--- src/rtl/dtree_pkg.sv ---
// Shared encodings for the dtree scheduler slice:
// FSM states, slot states and dtree result widths.
package dtree_pkg;

  localparam int LVL_W  = 2;
  localparam int PATH_W = 2;

  typedef enum logic [1:0] {
    S_IDLE,
    S_ISSUE,
    S_REPORT
  } state_t;

  typedef enum logic [1:0] {
    SLOT_EMPTY,
    SLOT_FULL,
    SLOT_SERVING
  } slot_t;

endpackage

--- src/rtl/dtree_scheduler_rr_arbiter.sv ---
// Combinational round-robin pick: first request
// found scanning upward from last+1, wrapping.
module rr_arbiter
  import dtree_pkg::*;
#(
  parameter int CHANNELS = 4,
  parameter int CH_WIDTH = $clog2(CHANNELS)
) (
  input  logic [CHANNELS-1:0] req,
  input  logic [CH_WIDTH-1:0] last,
  output logic [CH_WIDTH-1:0] grant,
  output logic                any
);

  logic [CH_WIDTH-1:0] k;

  always_comb begin
    grant = '0;
    any   = 1'b0;
    k     = '0;
    for (int i = 1; i <= CHANNELS; i++) begin
      k = CH_WIDTH'((int'(last) + i) % CHANNELS);
      if (!any && req[k]) begin
        grant = k;
        any   = 1'b1;
      end
    end
  end

endmodule

--- src/rtl/dtree_scheduler.sv ---
// Time-shares one dtree classifier among channels:
// per-channel slots, RR grant, replay, watchdog.
module dtree_scheduler
  import dtree_pkg::*;
#(
  parameter int CHANNELS   = 4,
  parameter int FEATURES   = 3,
  parameter int IN_WIDTH   = 10,
  parameter int MAX_PASSES = 8,
  localparam int CH_WIDTH  = $clog2(CHANNELS)
) (
  input  logic                         clk,
  input  logic                         reset,
  input  logic [CHANNELS-1:0]          ch_valid,
  output logic [CHANNELS-1:0]          ch_ready,
  input  logic [CHANNELS*IN_WIDTH-1:0] ch_sample,
  input  logic                         dt_ready,
  output logic                         dt_valid,
  output logic [IN_WIDTH-1:0]          dt_sample,
  input  logic [LVL_W-1:0]             dt_level,
  input  logic [PATH_W-1:0]            dt_path,
  input  logic                         dt_out_valid,
  output logic                         dt_reset,
  output logic                         res_valid,
  input  logic                         res_ready,
  output logic [CH_WIDTH-1:0]          res_channel,
  output logic [LVL_W-1:0]             res_level,
  output logic [PATH_W-1:0]            res_path,
  output logic                         res_timeout,
  output logic                         busy
);

  localparam int IDX_W =
    (FEATURES > 1) ? $clog2(FEATURES) : 1;
  localparam int PASS_W = $clog2(MAX_PASSES + 1);
  localparam logic [IDX_W-1:0] IDX_LAST =
    IDX_W'(FEATURES - 1);
  localparam logic [PASS_W-1:0] PASS_LAST =
    PASS_W'(MAX_PASSES - 1);

  state_t              state;
  slot_t               slot_st [CHANNELS];
  logic [IN_WIDTH-1:0] slot    [CHANNELS][FEATURES];
  logic [IDX_W-1:0]    wr_cnt  [CHANNELS];
  logic [CH_WIDTH-1:0] cur;
  logic [CH_WIDTH-1:0] last;
  logic [CH_WIDTH-1:0] grant;
  logic [IDX_W-1:0]    idx;
  logic [PASS_W-1:0]   passes;
  logic [CHANNELS-1:0] full;
  logic                any_full;
  logic                abort;

  always_comb begin
    full     = '0;
    ch_ready = '0;
    for (int c = 0; c < CHANNELS; c++) begin
      full[c]     = (slot_st[c] == SLOT_FULL);
      ch_ready[c] = (slot_st[c] == SLOT_EMPTY);
    end
  end

  rr_arbiter #(
    .CHANNELS (CHANNELS)
  ) u_arb (
    .req   (full),
    .last  (last),
    .grant (grant),
    .any   (any_full)
  );

  assign dt_valid    = (state == S_ISSUE);
  assign dt_sample   = dt_valid ? slot[cur][idx] : '0;
  assign res_valid   = (state == S_REPORT);
  assign res_channel = cur;
  assign busy        = (state != S_IDLE);
  assign dt_reset    = reset | abort;

  // Sample storage carries no reset; slot state gates it.
  always_ff @(posedge clk) begin
    for (int c = 0; c < CHANNELS; c++)
      if (ch_valid[c] && ch_ready[c])
        slot[c][wr_cnt[c]] <=
          ch_sample[c*IN_WIDTH +: IN_WIDTH];
  end

  always_ff @(posedge clk) begin
    if (reset) begin
      state       <= S_IDLE;
      cur         <= '0;
      last        <= CH_WIDTH'(CHANNELS - 1);
      idx         <= '0;
      passes      <= '0;
      abort       <= 1'b0;
      res_level   <= '0;
      res_path    <= '0;
      res_timeout <= 1'b0;
      for (int c = 0; c < CHANNELS; c++) begin
        slot_st[c] <= SLOT_EMPTY;
        wr_cnt[c]  <= '0;
      end
    end else begin
      abort <= 1'b0;
      for (int c = 0; c < CHANNELS; c++) begin
        if (ch_valid[c] && slot_st[c] == SLOT_EMPTY) begin
          if (wr_cnt[c] == IDX_LAST) begin
            slot_st[c] <= SLOT_FULL;
            wr_cnt[c]  <= '0;
          end else begin
            wr_cnt[c] <= wr_cnt[c] + 1'b1;
          end
        end
      end
      unique case (state)
        S_IDLE: begin
          if (any_full) begin
            cur            <= grant;
            slot_st[grant] <= SLOT_SERVING;
            idx            <= '0;
            passes         <= '0;
            state          <= S_ISSUE;
          end
        end
        S_ISSUE: begin
          // A classification wins over any feature handshake.
          if (dt_out_valid) begin
            res_level   <= dt_level;
            res_path    <= dt_path;
            res_timeout <= 1'b0;
            state       <= S_REPORT;
          end else if (dt_ready) begin
            if (idx == IDX_LAST) begin
              idx    <= '0;
              passes <= passes + 1'b1;
              if (passes == PASS_LAST) begin
                res_level   <= '0;
                res_path    <= '0;
                res_timeout <= 1'b1;
                abort       <= 1'b1;
                state       <= S_REPORT;
              end
            end else begin
              idx <= idx + 1'b1;
            end
          end
        end
        S_REPORT: begin
          if (res_ready) begin
            slot_st[cur] <= SLOT_EMPTY;
            last         <= cur;
            state        <= S_IDLE;
          end
        end
        default: state <= S_IDLE;
      endcase
    end
  end

endmodule

--- config.mk ---
export PLATFORM = sky130hd
export DESIGN_NAME = dtree_scheduler
export DESIGN_NICKNAME = d
export VERILOG_FILES = /design/src/rtl/dtree_pkg.sv /design/src/rtl/dtree_scheduler_rr_arbiter.sv /design/src/rtl/dtree_scheduler.sv
export SDC_FILE = /design/constraint.sdc
export NUM_CORES = 1
export LEC_CHECK = 0
export BUFFER_PORTS_ARGS = -buffer_cell sky130_fd_sc_hd__buf_4
export CORE_AREA = 5 5 110 112
export DETAILED_ROUTE_END_ITERATION = 8
export DIE_AREA = 0 0 115 117
export GPL_TIMING_DRIVEN = 0
export PLACE_DENSITY = 0.9
export SLEW_MARGIN = 0
export SYNTH_ARGS = -nofsm -noshare
export SYNTH_HDL_FRONTEND = slang
export SYNTH_SLANG_ARGS = --single-unit
--- constraint.sdc ---
create_clock -name clk -period 4.2 [get_ports clk]
set_input_delay 0.84 -clock clk [delete_from_list [all_inputs] [get_ports clk]]
set_output_delay 0.84 -clock clk [all_outputs]
set_load 0.01 [all_outputs]
==> results of run 1 <==
-- through the flow --
step | std cells | power (mW) | worst slack, ns
after floorplan | 430 | 2.06 | 1.89
after global placement | 648 | 2.20 | 1.45
after detailed placement | 648 | 2.23 | 1.32
after CTS | 680 | 3.79 | 0.746
after global routing | 680 | 3.90 | 0.610
final | 680 | 3.79 | 0.720
-- placed cells by master (no fill, tap or decap), types with 3 or more instances in the layout --
| master | n |
|---|---|
| a211oi_2 | 3 |
| and3_1 | 14 |
| nand2_1 | 28 |
| nor2b_1 | 3 |
| inv_1 | 13 |
| a21oi_1 | 18 |
| buf_4 | 78 |
| bufinv_16 | 3 |
| clkbuf_1 | 15 |
| clkbuf_16 | 17 |
| nor4_1 | 6 |
| clkinvlp_4 | 4 |
| nor4b_1 | 5 |
| nand2b_1 | 10 |
| nor2_1 | 42 |
| dfxtp_1 | 24 |
| o21ai_0 | 5 |
| mux4_2 | 30 |
| a32oi_1 | 4 |
| a211oi_1 | 6 |
| ha_1 | 13 |
| a31oi_1 | 11 |
| edfxtp_1 | 132 |
| mux2i_1 | 3 |
| nor3_1 | 4 |
-- flip-flops by register name (all words and copies together) (netlist names), named ones only --
signal and count:
slot 120, idx 2, res_level 2, res_timeout 1
state 2, slot_st 8, passes 4, res_channel 2
res_path 2, last 2, abort 1, wr_cnt 8
-- cell type report --
class	count	area, sq um	area share, %
Buffer	20	88.8	1.12
Clock inverter	14	169	2.13
Inverter	14	52.6	0.662
Sequential cell	156	4440	56.0
Tap cell	143	179	2.25
Multi-Input combinational cell	240	2010	25.3
Clock buffer	18	429	5.41
Timing Repair Buffer	75	563	7.09
-- power by group through the flow --
stage          Clock (mW)  Combinational [mW]  Sequential, mW
2_1_floorplan           0               0.253            1.81
3_3_place_gp            0               0.392            1.81
4_1_cts              1.57               0.426            1.79
6_report             1.57               0.430            1.79
3_5_place_dp            0               0.415            1.82
5_1_grt              1.65               0.457            1.79
-- path summary, 6_finish.rpt --
check | end | slack, ns | depth (start not counted)
worst max-delay path | dt_sample[1] | 0.72 | 7
worst min-delay path | res_level[0]$_SDFFE_PP0P_ | 0.50 | 2
worst max register to register | idx[0]$_SDFFE_PP0P_ | 2.07 | 5
worst min register to register | res_level[0]$_SDFFE_PP0P_ | 0.50 | 2
-- critical path, stage by stage (launching register included) --
cell and delay (ns):
dfxtp_1 0.38, clkbuf_1 0.69, mux4_2 0.43, nand2_1 0.09, a21oi_1 0.10, a31oi_1 0.28, nor2_1 0.08, buf_4 0.17
-- logic make-up (layout without fill, tap and decap cells) --
| family | Yosys count | count (layout) |
|---|---|---|
| compound gates | 61 | 61 |
| buf+inv | 34 | 141 |
| fa+ha+maj | 13 | 13 |
| xor+xnor | 2 | 2 |
| simple gates | 130 | 130 |
| mux | 34 | 34 |
| flops | 156 | 156 |
-- layer usage --
metal,track usage [%],up-vias,wire [um]
met5,0,-,0
li1,-,1863,-
met3,8.48,83,1980
met2,45.8,355,8790
met4,14.6,0,868
met1,34.9,2184,6350
==> flow_metrics.tcl, run 1 <==
set metrics [dict create \
    cts_tree "done" \
    relSlewSlack_pct 40.8 \
    async_reset_ff_share_pct 0 \
    synth-seq-cells 156 \
    fin_area_sq_um 7940 \
    gr-total-overflow 0 \
    yosysMostFrequentCell "edfxtp_1" \
    gp_congestion 0.893 \
    yosys_warnings 0 \
    sw_frac_of_total_pct 24.1 \
    min_path_type "flip-flop to flip-flop" \
    setup-violations-final 0 \
    drt-pass1-iter-count 7 \
    yosys-mux-area-fraction_pct 10.9 \
    cts_max_level 4 \
    synth_fa_ha_area_share_pct 2.47 \
    wirelength_mm 18.0 \
    synth_area_per_cell_sq_um 15.3 \
    synthFlopType "edfxtp_1" \
    viasPerCell 6.60 \
    cts.path.max_buffers 2 \
    rsz0062_at_grt "false" \
    die_w_um 115 \
    power.share.combinational_pct 11.4 \
    wire_per_inst_um 26.5 \
    yosys-top-cells-area "edfxtp_1 (60%), mux4_2 (10%), dfxtp_1 (7.3%), ha_1 (2.5%), nor2_1 (2.4%)" \
    die-area_sq_um 13500 \
    coreArea_sq_um 11100 \
    ant_nets 0 \
    antenna_found_initial 0 \
    drc 0 \
    fmax_mhz 287 \
    grt_max_degree 17 \
    synth_compound_area_share_pct 6.49 \
    drt-initial-drc-count 537 \
    postCtsResizedCells 0 \
    status "completed" \
    synth_edf_count 132 \
    cp-start-kind "flip-flop" \
    fin_crit_sh_pct 82.9 \
    drive_above_1_share_pct 28.5 \
    path_clk_slew_ns 0.06 \
    peakVddDrop_mv 0.411 \
    clkPwrFrac_pct 41.4 \
    period_needed_ns 3.48 \
    die_h_um 117 \
    tns_ns 0 \
    num_antenna_cells 0 \
    fin_skew_ns 0.0104 \
    crit_arrival_ns 2.64 \
    root_buffer "clkbuf_16" \
    seq_area_frac_synth_pct 67.4 \
    numCtsBuffers 17 \
    end_kind "output port" \
    clock_sinks 156 \
    gr-usage-all-layers_pct 28.3 \
    place_area_sq_um 7340 \
    slew_violations 0 \
    yosys-top-cells-count "edfxtp_1 (132), nor2_1 (42), mux4_2 (30)" \
    n_fill_cell 652 \
    initial_core_util_pct 59.3 \
    cp_max_fo 10 \
    vias 4485 \
    portBuffers 75 \
    area_growth_pct 20.3 \
    floorplan.rows 39 \
    critical_path_required_ns 3.36 \
    p_per_area_nw_per_um2 477 \
    synth_top_family_by_area "multiplexers" \
    insertion_delay_ns 0.44 \
    synth_cell_types 51 \
    yosys.area.top_type "edfxtp_1" \
    syn_nets 496 \
    grt_pass1_vias 4646 \
    r2r-start "slot_st[1][1]$_SDFFCE_PN0P_" \
    p_switching_mw 0.912 \
    yosys.area_share.xor_xnor_pct 0.266 \
    holdCritStartpoint "res_level[0]$_SDFFE_PP0P_" \
    seq_power_share_pct 47.2 \
    grt_pass1_wl_mm 26.5 \
    hold_viol_final 0 \
    p_leak_nw 2.88 \
    final_core_utilization_pct 71.3 \
    intPower_mw 2.88 \
    synth_top_area_share_pct 60.1 \
    synth_area_sq_um 6600 \
    synthesis.instances 430 \
    pin_count 78 \
    maxCapViolCount 0 \
    synth_simple_gate_area_share_pct 10.4 \
    hold_ws_ns 0.500 \
    critPathKind "flip-flop to output port" \
    worst_pin_slew_ns 0.889 \
    postCtsSetupRepairBufs 0 \
    fin_nets 590 \
    dpl.hpwl_mm 10.9 \
    cts_hold_buffers 0 \
]
No activity file was read; power rests on OpenSTA's default activity.
==> run 2: changes to the inputs <==
- CORE_AREA: 5 5 110 112 -> 5 5 113 115
- DIE_AREA: 0 0 115 117 -> 0 0 118 120
- PLACE_DENSITY: 0.9 -> 0.86
- clock period: 4.2 -> 3.6 ns (I/O delays scaled with it)
==> run 2 against run 1 <==
Clock skew barely moved. Total power rose by 14%. Clock power rose by 11%. Worst setup slack got worse by 0.37 ns. Worst hold slack got worse by 0.018 ns. Global-route usage fell by 4.9 points. Largest power group unchanged.
==> flow_metrics.tcl, run 2 (same netlist as run 1, synthesis figures left out) <==
set metrics [dict create \
    finalWorstSetupSlack_ns 0.351 \
    grt.busiest_layer "met2" \
    vias 4321 \
    wire_per_inst_um 23.8 \
    status "completed" \
    die_h_um 120 \
    multiInputGateArea_sq_um 2010 \
    critical_path_required_ns 2.88 \
    r2r_slack_ns 1.58 \
    clock_sinks 156 \
    gr-usage-all-layers_pct 23.4 \
    die-area_sq_um 14200 \
    end_kind "output port" \
    hold_ws_ns 0.482 \
    grt_pass1_vias 4311 \
    grtUsageMet3_pct 6.64 \
    crit_arrival_ns 2.53 \
    pre_cts_slack_ns 0.914 \
    root_buffer "clkbuf_16" \
    insertion_delay_ns 0.43 \
    p_per_area_nw_per_um2 545 \
    use_met2_pct 39.0 \
    grt_pass1_wl_mm 24.4 \
    postCtsSetupRepairBufs 0 \
    cts.path.max_buffers 2 \
    cp_max_fo 10 \
    drive_above_1_share_pct 28.1 \
    drt-pass1-iter-count 6 \
    ant_nets 0 \
    mostFrequentLayoutCells "edfxtp_1 (132), buf_4 (78), nor2_1 (42)" \
    cp-start-kind "flip-flop" \
    num_antenna_cells 0 \
    gp_congestion 0.859 \
    seqCellArea_sq_um 4440 \
    r2r-start "slot_st[0][1]$_SDFFCE_PN0P_" \
    numCtsBuffers 17 \
    rsz0062_at_grt "false" \
    gr-total-overflow 0 \
    reg2regPathDepth 4 \
    pin_count 78 \
    cts_tree "done" \
    critPathKind "flip-flop to output port" \
    endpoint "dt_sample[6]" \
    area_growth_pct 20.0 \
    coreArea_sq_um 11700 \
    p_leak_nw 2.87 \
    postCtsResizedCells 0 \
    tns_ns 0 \
    dpl.hpwl_mm 10.3 \
    final_common_cell "edfxtp_1" \
    drt-initial-drc-count 519 \
    period_needed_ns 3.25 \
    portBuffers 75 \
    path_clk_slew_ns 0.06 \
    hold_viol_final 0 \
    fin_skew_ns 0.00991 \
    cts_max_level 4 \
    drc 0 \
    min_path_type "input pin to flip-flop" \
    relSlewSlack_pct 42.8 \
    grtUsageMet1_pct 30.0 \
    largest_reg_flops 120 \
    fin_crit_sh_pct 90.2 \
    cts_hold_buffers 0 \
    antenna_found_initial 0 \
    fin_nets 590 \
    wirelength_mm 16.2 \
    viasPerCell 6.32 \
    finalPower_mw 4.32 \
    slew_violations 0 \
    initial_core_util_pct 56.3 \
    fmax_mhz 308 \
    peakVddDrop_mv 0.443 \
    die_w_um 118 \
    grt_max_degree 17 \
    n_fill_cell 788 \
    floorplan.rows 40 \
    setup-violations-final 0 \
    maxCapViolCount 0 \
    r2r-end "slot_st[0][1]$_SDFFCE_PN0P_" \
    min_delay_path_depth 1 \
    worst_pin_slew_ns 0.857 \
]
==> run 2: cell count changes in the layout (fill, tap and decap cells not counted) <==
| cell | delta |
|---|---|
| clkinv_4 | +1 |
| clkinvlp_4 | -2 |
| clkinv_2 | -1 |
| bufinv_16 | -1 |
| inv_6 | +1 |
| clkinv_1 | +2 |
==> run 2: cell type report <==
| type | instances | area share, % |
|---|---|---|
| flip-flops and latches | 156 | 56.1 |
| multi-input cells | 240 | 25.4 |
| repair buffers | 75 | 7.11 |
| clock buffers | 18 | 5.42 |
| well taps | 147 | 2.32 |
| clock inverters | 14 | 1.82 |
| plain buffers | 20 | 1.12 |
| inverters | 14 | 0.664 |
==> run 2: worst min path at each step <==
stage / start / to / slack [ns]
after detailed placement: res_level[1]$_SDFFE_PP0P_ / res_level[1]$_SDFFE_PP0P_ / 0.48
after CTS: ch_sample[18] / slot[1][28]$_DFFE_PP_ / 0.47
after global routing: ch_sample[18] / slot[1][28]$_DFFE_PP_ / 0.46
after global placement: res_path[1]$_SDFFE_PP0P_ / res_path[1]$_SDFFE_PP0P_ / 0.47
final: ch_sample[18] / slot[1][28]$_DFFE_PP_ / 0.48
after floorplan: passes[1]$_SDFFE_PP0P_ / passes[1]$_SDFFE_PP0P_ / 0.49
==> run 2: worst max-delay path, cell delays in order (launching register included) <==
cell      delay, ns
dfxtp_1        0.35
clkbuf_1       0.65
mux4_2         0.45
nand2_1        0.09
a21oi_1        0.10
a31oi_1        0.19
nor2_1         0.08
buf_4          0.19
==> run 2: per-layer routing <==
layer | part of all wire (%) | vias to the layer above
met3 | 11 | 34
met1 | 37 | 2128
met5 | 0 | -
met2 | 51 | 298
li1 | - | 1861
met4 | 1.8 | 0
==> run 2: report_power, final <==
group / switching, mW / internal [mW] / total (mW)
clock: 0.725 / 1.02 / 1.74
sequential: 0.0355 / 2.05 / 2.08
combinational: 0.269 / 0.217 / 0.487
total: 1.03 / 3.29 / 4.32
==> run 2: metrics by stage <==
| stage | utilization [%] | instance area, sq um | std cells |
|---|---|---|---|
| 5_1_grt | 67.6 | 7920 | 684 |
| 3_5_place_dp | 62.7 | 7340 | 652 |
| 3_3_place_gp | 62.7 | 7340 | 652 |
| 6_report | 67.6 | 7920 | 684 |
| 2_1_floorplan | - | 6600 | 430 |
| 4_1_cts | 67.6 | 7920 | 684 |
==> run 3: changes to the inputs <==
- BUFFER_PORTS_ARGS: -buffer_cell sky130_fd_sc_hd__buf_4 -> default
- CORE_AREA: 5 5 113 115 -> 5 5 110 112
- DIE_AREA: 0 0 118 120 -> 0 0 115 117
- DONT_BUFFER_PORTS: default -> 1
- PLACE_DENSITY: 0.86 -> 0.84
==> run 3 against run 2 <==
Sequential share of layout area up 4.1 points. Register-to-register slack worse by 0.10 ns. Die area down 5.0%. Utilization down 1.3 points. Maximum frequency up 3.0%. Total power up 0.17%. Largest power group unchanged. Sequential cell count unchanged. Cell area down 6.8%. Critical path type unchanged. Non-clock buffer count down 75. Critical endpoint is now dt_sample[2].
==> flow_metrics.tcl, run 3 (same netlist as run 1, synthesis figures left out) <==
set metrics [dict create \
    cp_max_fo 10 \
    drt-pass1-iter-count 5 \
    insertion_delay_ns 0.42 \
    antenna_found_initial 0 \
    maxCapViolCount 0 \
    drt-initial-drc-count 533 \
    clock_sinks 156 \
    fin_skew_ns 0.00610 \
    coreArea_sq_um 11100 \
    seq_power_share_pct 48.4 \
    p_per_area_nw_per_um2 586 \
    end_kind "output port" \
    status "completed" \
    cts_tree "done" \
    cts_max_level 4 \
    fin_crit_sh_pct 87.6 \
    critPathKind "flip-flop to output port" \
    critPathMaxStageDelay_ns 0.69 \
    pin_count 78 \
    final_cells 604 \
    setup-violations-final 0 \
    final_common_cell "edfxtp_1" \
    grt_pass1_wl_mm 24.2 \
    cp_slowest_cell "clkbuf_1" \
    worst_pin_slew_ns 0.901 \
    path_delay_family "buffers and inverters" \
    path_cells "clkbuf_1, mux4_2, nand2_1, a21oi_1, a31oi_1, nor2_1" \
    tns_ns 0 \
    sw_frac_of_total_pct 22.4 \
    path_clk_slew_ns 0.06 \
    dpl.hpwl_mm 10.2 \
    grt_pass1_vias 4145 \
    p_leak_nw 2.52 \
    die-area_sq_um 13500 \
    r2r-start "slot_st[1][1]$_SDFFCE_PN0P_" \
    gp_congestion 0.849 \
    gr-usage-all-layers_pct 25.6 \
    period_needed_ns 3.15 \
    cts_hold_buffers 0 \
    die_w_um 115 \
    power.share.combinational_pct 9.2 \
    critical_path_required_ns 2.88 \
    postCtsResizedCells 0 \
    postCtsSetupRepairBufs 0 \
    ant_nets 0 \
    root_buffer "clkbuf_16" \
    fmax_mhz 317 \
    min_path_type "input pin to flip-flop" \
    initial_core_util_pct 59.3 \
    viasPerCell 6.70 \
    holdCritStartpoint "ch_sample[30]" \
    largest_reg_flops 120 \
    relSlewSlack_pct 39.9 \
    cp_num_buf_inv 1 \
    area_growth_pct 11.9 \
    p_switching_mw 0.968 \
    cp-start-kind "flip-flop" \
    die_h_um 117 \
    drive_above_1_share_pct 16.3 \
    dp_cells 573 \
    wire_per_inst_um 27.3 \
    fin_nets 515 \
    rsz0062_at_grt "false" \
    cts.path.max_buffers 2 \
    vias 4046 \
    crit_arrival_ns 2.43 \
    num_antenna_cells 0 \
    slew_violations 0 \
    grt_max_degree 17 \
    hold_viol_final 0 \
    portBuffers 0 \
    wirelength_mm 16.5 \
    numCtsBuffers 17 \
    drc 0 \
    n_fill_cell 750 \
    intPower_mw 3.35 \
    floorplan.rows 39 \
    mostFrequentLayoutCells "edfxtp_1 (132), nor2_1 (42), mux4_2 (30)" \
    peakVddDrop_mv 0.441 \
    clkPwrFrac_pct 42.5 \
    gr-total-overflow 0 \
]
[run 3: power by group through the flow]
stage,clock [mW],combinational [mW],sequential [mW]
floorplan,0,0.295,2.11
global placement,0,0.372,2.12
detailed placement,0,0.388,2.12
CTS,1.84,0.395,2.09
global route,1.92,0.426,2.10
finish,1.84,0.396,2.09
[run 3: final timing paths]
check / to / slack (ns) / cells after the start
worst min register to register: slot_st[0][0]$_SDFFE_PP0P_ / 0.53 / 2
worst min-delay path: slot[3][20]$_DFFE_PP_ / 0.39 / 0
worst max-delay path: dt_sample[2] / 0.45 / 6
worst max register to register: slot_st[1][1]$_SDFFCE_PN0P_ / 1.48 / 4
[run 3: per-stage QoR]
stage | hold slack, ns | cell area [sq um] | setup slack [ns] | power (mW) | util [%]
6_report | 0.393 | 7380 | 0.447 | 4.32 | 66.3
5_1_grt | 0.372 | 7380 | 0.364 | 4.45 | 66.3
4_1_cts | 0.382 | 7380 | 0.475 | 4.32 | 66.3
3_5_place_dp | 0.526 | 6780 | 0.984 | 2.51 | 60.9
3_3_place_gp | 0.508 | 6780 | 1.06 | 2.49 | 60.9
2_1_floorplan | 0.488 | 6600 | 1.50 | 2.40 | -
[run 3: final cells by class]
type | count | area (sq um) | area share, %
multi-input cells | 240 | 2010 | 27.3
inverters | 14 | 52.6 | 0.712
clock inverters | 14 | 178 | 2.41
well taps | 143 | 179 | 2.42
flip-flops and latches | 156 | 4440 | 60.2
clock buffers | 17 | 425 | 5.76
plain buffers | 20 | 88.8 | 1.20
[run 3: metal layers]
layer	routed length, um	part of all wire [%]	GRT usage, %
met1	5550	34	28.7
met2	8490	52	43.8
met3	2000	12	10.8
met4	439	2.7	10.2
met5	0	0	0
